--- config.mk ---
export PLATFORM = sky130hd
export DESIGN_NAME = ram_arbiter
export DESIGN_NICKNAME = d
export VERILOG_FILES = /design/src/rtl/ram_arb_pkg.sv /design/src/rtl/ram_arbiter_rr_arbiter.sv /design/src/rtl/ram_arbiter.sv
export SDC_FILE = /design/constraint.sdc
export NUM_CORES = 1
export LEC_CHECK = 0
export ABC_AREA = 1
export BUFFER_PORTS_ARGS = -buffer_cell sky130_fd_sc_hd__buf_2
export CORE_AREA = 2 2 757 759
export DETAILED_ROUTE_END_ITERATION = 10
export DIE_AREA = 0 0 759 761
export PLACE_DENSITY = 0.3
export SYNTH_ARGS = -nofsm -noshare
export SYNTH_HDL_FRONTEND = slang
export SYNTH_SLANG_ARGS = --single-unit
--- constraint.sdc ---
create_clock -name i_clk -period 8 [get_ports i_clk]
set_clock_uncertainty 0.15 [all_clocks]
set_input_delay 1.6 -clock i_clk [delete_from_list [all_inputs] [get_ports i_clk]]
set_output_delay 1.6 -clock i_clk [all_outputs]
set_load 0.1 [all_outputs]
--- src/rtl/ram_arb_pkg.sv ---
// ============================================================================
// Module      : ram_arb_pkg
// Description : Default geometry and id-width constants for ram_arbiter.
// Revision    : 1.0 - initial release
// ============================================================================
`default_nettype none

package ram_arb_pkg;

  localparam int DEF_VEC_WIDTH  = 264;
  localparam int DEF_ARR_DEPTH  = 2048;
  localparam int DEF_N_REQ      = 4;
  localparam int DEF_ADDR_WIDTH = $clog2(DEF_ARR_DEPTH);
  localparam int ID_W           = $clog2(DEF_N_REQ);

  // Requester-id width for an arbitrary requester count (at least one bit).
  function automatic int id_width(input int n);
    return (n <= 2) ? 1 : $clog2(n);
  endfunction

endpackage

`default_nettype wire

--- src/rtl/ram_arbiter_rr_arbiter.sv ---
// ============================================================================
// Module      : rr_arbiter
// Description : One-hot grant generator. RAM_ARB_ROUND_ROBIN_EN selects
//               round-robin with a rotating pointer; otherwise fixed priority.
// Revision    : 1.0 - initial release
// ============================================================================
`default_nettype none

module rr_arbiter
  import ram_arb_pkg::*;
#(
  parameter int N_REQ = DEF_N_REQ,
  parameter int ID_W  = id_width(N_REQ)
) (
  input  logic             i_clk,
  input  logic             i_rst,
  input  logic [N_REQ-1:0] i_req,
  input  logic             i_adv,
  output logic [N_REQ-1:0] o_gnt,
  output logic [ID_W-1:0]  o_gnt_id
);

`ifdef RAM_ARB_ROUND_ROBIN_EN

  logic [ID_W-1:0] ptr_q;
  logic [ID_W-1:0] ptr_d;

  // Search starts at the pointer and wraps modulo N_REQ.
  always_comb begin
    logic          found;
    logic [ID_W:0] sum;
    logic [ID_W-1:0] idx;
    o_gnt    = '0;
    o_gnt_id = '0;
    found    = 1'b0;
    sum      = '0;
    idx      = '0;
    for (int i = 0; i < N_REQ; i++) begin
      sum = {1'b0, ptr_q} + (ID_W+1)'(i);
      if (sum >= (ID_W+1)'(N_REQ)) begin
        sum = sum - (ID_W+1)'(N_REQ);
      end
      idx = sum[ID_W-1:0];
      if (!found && i_req[idx]) begin
        o_gnt[idx] = 1'b1;
        o_gnt_id   = idx;
        found      = 1'b1;
      end
    end
  end

  always_comb begin
    ptr_d = ptr_q;
    if (i_adv) begin
      ptr_d = (o_gnt_id == ID_W'(N_REQ-1)) ? '0 : o_gnt_id + 1'b1;
    end
  end

  always_ff @(posedge i_clk or posedge i_rst) begin
    if (i_rst) begin
      ptr_q <= '0;
    end else begin
      ptr_q <= ptr_d;
    end
  end

`else

  logic unused_ok;
  assign unused_ok = ^{i_clk, i_rst, i_adv};

  always_comb begin
    logic found;
    o_gnt    = '0;
    o_gnt_id = '0;
    found    = 1'b0;
    for (int k = 0; k < N_REQ; k++) begin
      if (!found && i_req[k]) begin
        o_gnt[k] = 1'b1;
        o_gnt_id = ID_W'(k);
        found    = 1'b1;
      end
    end
  end

`endif

endmodule

`default_nettype wire

--- src/rtl/ram_arbiter.sv ---
// ============================================================================
// Module      : ram_arbiter
// Description : Shares one 1-cycle-latency single-port RAM among N_REQ
//               requesters; tags reads and routes data back to the issuer.
//               Build option: RAM_ARB_ROUND_ROBIN_EN (round-robin grants).
// Revision    : 1.0 - initial release
// ============================================================================
`default_nettype none

module ram_arbiter
  import ram_arb_pkg::*;
#(
  parameter int VEC_WIDTH  = DEF_VEC_WIDTH,
  parameter int ARR_DEPTH  = DEF_ARR_DEPTH,
  parameter int ADDR_WIDTH = $clog2(ARR_DEPTH),
  parameter int N_REQ      = DEF_N_REQ
) (
  input  logic                        i_clk,
  input  logic                        i_rst,
  input  logic [N_REQ-1:0]            i_req_valid,
  input  logic [N_REQ-1:0]            i_req_we,
  input  logic [N_REQ*ADDR_WIDTH-1:0] i_req_addr,
  input  logic [N_REQ*VEC_WIDTH-1:0]  i_req_wdata,
  output logic [N_REQ-1:0]            o_req_ready,
  output logic [N_REQ-1:0]            o_rsp_valid,
  output logic [VEC_WIDTH-1:0]        o_rsp_data,
  output logic                        o_ram_we,
  output logic [ADDR_WIDTH-1:0]       o_ram_addr,
  output logic [VEC_WIDTH-1:0]        o_ram_wdata,
  input  logic [VEC_WIDTH-1:0]        i_ram_rdata,
  output logic                        o_busy
);

  localparam int IDW = id_width(N_REQ);

  logic [N_REQ-1:0]      req_live;
  logic [N_REQ-1:0]      gnt;
  logic [IDW-1:0]        gnt_id;
  logic                  accept;

  logic                  sel_we;
  logic [ADDR_WIDTH-1:0] sel_addr;
  logic [VEC_WIDTH-1:0]  sel_wdata;

  logic                  ram_we_q,    ram_we_d;
  logic [ADDR_WIDTH-1:0] ram_addr_q,  ram_addr_d;
  logic [VEC_WIDTH-1:0]  ram_wdata_q, ram_wdata_d;
  logic                  cmd_rd_q,    cmd_rd_d;
  logic [IDW-1:0]        cmd_id_q,    cmd_id_d;
  logic [N_REQ-1:0]      rsp_valid_q, rsp_valid_d;

  // Nothing may be accepted while reset is held.
  assign req_live = i_rst ? '0 : i_req_valid;
  assign accept   = |gnt;

  rr_arbiter #(
    .N_REQ (N_REQ),
    .ID_W  (IDW)
  ) u_arb (
    .i_clk    (i_clk),
    .i_rst    (i_rst),
    .i_req    (req_live),
    .i_adv    (accept),
    .o_gnt    (gnt),
    .o_gnt_id (gnt_id)
  );

  // One-hot grant makes an OR-reduction mux sufficient.
  always_comb begin
    sel_we    = 1'b0;
    sel_addr  = '0;
    sel_wdata = '0;
    for (int k = 0; k < N_REQ; k++) begin
      if (gnt[k]) begin
        sel_we    = sel_we    | i_req_we[k];
        sel_addr  = sel_addr  | i_req_addr[k*ADDR_WIDTH +: ADDR_WIDTH];
        sel_wdata = sel_wdata | i_req_wdata[k*VEC_WIDTH +: VEC_WIDTH];
      end
    end
  end

  always_comb begin
    ram_we_d    = 1'b0;
    ram_addr_d  = ram_addr_q;
    ram_wdata_d = ram_wdata_q;
    cmd_rd_d    = 1'b0;
    cmd_id_d    = cmd_id_q;
    if (accept) begin
      ram_we_d    = sel_we;
      ram_addr_d  = sel_addr;
      ram_wdata_d = sel_wdata;
      cmd_rd_d    = ~sel_we;
      cmd_id_d    = gnt_id;
    end
    rsp_valid_d = '0;
    for (int k = 0; k < N_REQ; k++) begin
      rsp_valid_d[k] = cmd_rd_q && (cmd_id_q == IDW'(k));
    end
  end

  always_ff @(posedge i_clk or posedge i_rst) begin
    if (i_rst) begin
      ram_we_q    <= 1'b0;
      ram_addr_q  <= '0;
      ram_wdata_q <= '0;
      cmd_rd_q    <= 1'b0;
      cmd_id_q    <= '0;
      rsp_valid_q <= '0;
    end else begin
      ram_we_q    <= ram_we_d;
      ram_addr_q  <= ram_addr_d;
      ram_wdata_q <= ram_wdata_d;
      cmd_rd_q    <= cmd_rd_d;
      cmd_id_q    <= cmd_id_d;
      rsp_valid_q <= rsp_valid_d;
    end
  end

  assign o_req_ready = gnt;
  assign o_ram_we    = ram_we_q;
  assign o_ram_addr  = ram_addr_q;
  assign o_ram_wdata = ram_wdata_q;
  assign o_rsp_valid = rsp_valid_q;
  assign o_rsp_data  = i_ram_rdata;
  assign o_busy      = cmd_rd_q | ram_we_q | (|rsp_valid_q);

endmodule

`default_nettype wire
==> summary.md <==
| Metric | Value |
|---|---|
| Pint | `~3600 µW` |
| DPL Wire Length | `370.6 mm` |
| Setup_tns | `0 ps` |
| Flops & latches, synth | `283` |
| PD cells | `between 200 and 250 nW/µm²` |
| Fill count | `68336` |
| Seq pwr share | `0.236` |
| Status | `finished, final reports clean` |
| All-layer global routing usage | `0.1350` |
| Leakage power | `about 0.017 µW` |
| CTS Hold Bufs | `0` |
| TritonCTS clock tree | `yes` |
| Mapped Cells | `3216` |
| Die area | `577600 µm²` |
| H-Tree Depth | `2` |
| Fin util | `0.06297` |
| Worst VDD drop | `~180 µV` |
| Share of cells above drive strength 1 | `0.3516` |
| Fin area | `35920 µm²` |
| Tcrit/Tclk final | `0.6603` |
| Most frequent cell after synthesis | `nand2_1` |
| GP Congestion | `0.9154` |
| Clock Tree Root | `clkbuf_16` |
| 1st-iter DRT viols | `1631` |
| Synth top area cells | `dfrtp_1 (36%), nand2_1 (26%), buf_4 (12%)` |
| Final period demand of the worst path | `about 5300 ps` |
| Clock power frac | `0.338` |
| Synth async-reset ratio | `1.000` |
| PortBufs | `1394` |
| Num rows | `approximately 280` |
| Gate power share | `0.426` |
| Initial Utilization | `0.03465` |
| Hold Path Class | `flip-flop to flip-flop` |
| RSZ-0062 raised after global routing | `no` |
| Final nets | `approximately 5700` |
| Worst-margin pin slew | `~1100 ps` |
| Sw frac | `0.5207` |
| Die H | `761 µm` |
| Syn_area_per_cell | `6.146 µm²` |
| Max_cap viols | `0` |
| Register area share after synthesis | `0.3583` |
| Pre-Repair DR Iteration Count | `7` |
| Commonest cells post-synth | `nand2_1 (1382), nor2_1 (558), buf_4 (310)` |
| Startpoint Class | `input port` |
| Final setup violation count | `0` |
| DP Area | `33820 µm²` |
| Area leader, netlist | `dfrtp_1` |
| Max Slew Vio Count | `0` |
| Vias | `27259` |
| WP data required | `between 6000 and 7000 ps` |
| Fin cells | `12033` |
| Worst Path Arrival | `3530 ps` |
| Crit. End Element | `output port` |
| GR Overflow Total | `0` |
| Clock Path Buffers | `3` |
| Yosys top cell area share | `0.3583` |
| Post-Syn Area | `19770 µm²` |
| P_sw | `3869 µW` |
| Vias per cell | `2.265` |
| Cts bufs inserted | `48` |
| DIE WIDTH | `759 µm` |
| Area growth syn-to-layout | `81.74%` |
| Final hold violations | `0` |
| Most used DFF post-synth | `dfrtp_1` |
| Final Power | `7431 µW` |
| Number of flops mapped to enable cells by yosys | `0` |
| Avg WL per Cell | `33.63 µm` |
| First-pass GRT wire length | `465.7 mm` |
| Number of buffers added for setup after CTS | `0` |
| Largest net degree at the start of global routing | `95` |
| Core region area | `between 500000 and 600000 µm²` |
| Detail Route Antenna Nets | `0` |
| Yosys cell types | `17` |
| Syn nets | `around 4600` |
| Detailed-route DRC error count | `0` |
| Vias in the first global route | `26499` |
| Drt total wl | `between 400 and 500 mm` |
| Ys Warns | `0` |
| Clock sinks | `283` |
| Initial antenna violation count | `368` |
| Placed Instances | `approximately 12000` |
| Kind of critical path | `input port to output port` |
| FMAX | `0.1893 GHz` |
| Max FO, Critical Path | `43` |
| I/O pin cnt | `1923` |
| Relative slew slack | `0.2813` |
| Clock Latency Late Sink | `730 ps` |
| Post-CTS Resized | `0` |
| Worst-path clk slew | `60 ps` |
## metrics by stage
step,hold slack [ps],worst slack [ps]
after CTS,343.7,2651
after global routing,361.7,2539
final,337.0,2717
after floorplan,282.1,190.2
after global placement,325.8,2466
after detailed placement,326.2,2656
## final cells by class
class | count | area [µm²] | area share
Antenna cell | 147 | 367.9 | 0.01024
Clock buffer | 70 | 1394 | 0.03880
Inverter | 289 | 1115 | 0.03103
Multi-Input combinational cell | 2230 | 8772 | 0.2442
Sequential cell | 283 | 7082 | 0.1971
Clock inverter | 18 | 344.1 | 0.009578
Tap cell | 7560 | 9459 | 0.2633
Timing Repair Buffer | 1436 | 7390 | 0.2057
## metal layers
layer / global-route usage / up-vias / routed length, µm
met2: 0.2144 / 2446 / 176500
li1: - / 11638 / -
met5: 0.002457 / - / 791
met1: 0.1163 / 12247 / 119500
met3: 0.1294 / 846 / 85860
met4: 0.05327 / 82 / 22030
## flip-flops by register name, indices dropped and copies added, names as in the netlist
name / cells
cmd_id_q: 2
o_ram_wdata: 264
o_ram_we: 1
cmd_rd_q: 1
o_ram_addr: 11
o_rsp_valid: 4
## power by group through the flow
stage / combinational (µW) / sequential [µW] / clock, µW
3_3_place_gp: 3250 / 1770 / 0
3_5_place_dp: 3240 / 1770 / 0
4_1_cts: 3250 / 1750 / 2690
6_report: 3170 / 1750 / 2510
5_1_grt: 3350 / 1780 / 2690
2_1_floorplan: 1070 / 3160 / 0
## logic make-up after synthesis
logic type	after synthesis	share of synthesized area
compound gates	2	0.001076
simple gates	2228	0.4420
flops	283	0.3583
buf+inv	703	0.1986
## worst paths after layout
check	startpoint	slack (ps)	depth (start not counted)	to
max	i_rst	2720	7	o_req_ready[3]
min	o_ram_wdata[164]	340	2	o_ram_wdata[164]
max reg2reg	cmd_id_q[1]	6830	2	o_rsp_valid[2]
min reg2reg	o_ram_wdata[164]	340	2	o_ram_wdata[164]
max in group asynchronous	i_rst	4400	5	o_ram_wdata[221]
min in group asynchronous	i_rst	790	2	o_ram_wdata[21]
## cell usage in the layout (no fill, tap or decap)
cell type and n:
buf_12 7, buf_2 1390, buf_4 39, bufinv_16 7
clkbuf_1 11, clkbuf_16 48, clkbuf_8 11, clkinv_16 2
clkinv_2 2, clkinv_8 1, clkinvlp_4 4, dfrtp_1 283
diode_2 147, inv_1 285, inv_6 2, inv_8 4
nand2_1 1382, nand2_8 1, nand3_1 280, nand3_2 1
nor2_1 558, nor2_4 1, nor3_1 4, nor4_1 1
o21ai_0 1, o21ai_4 1
## worst max-delay path: stages
cell     delay [ps]
buf_2           140
inv_8           380
nand2_1         120
nor2_1          150
nand2_1         180
inv_8           310
buf_2           520
No activity file was read; power rests on OpenSTA's default activity.
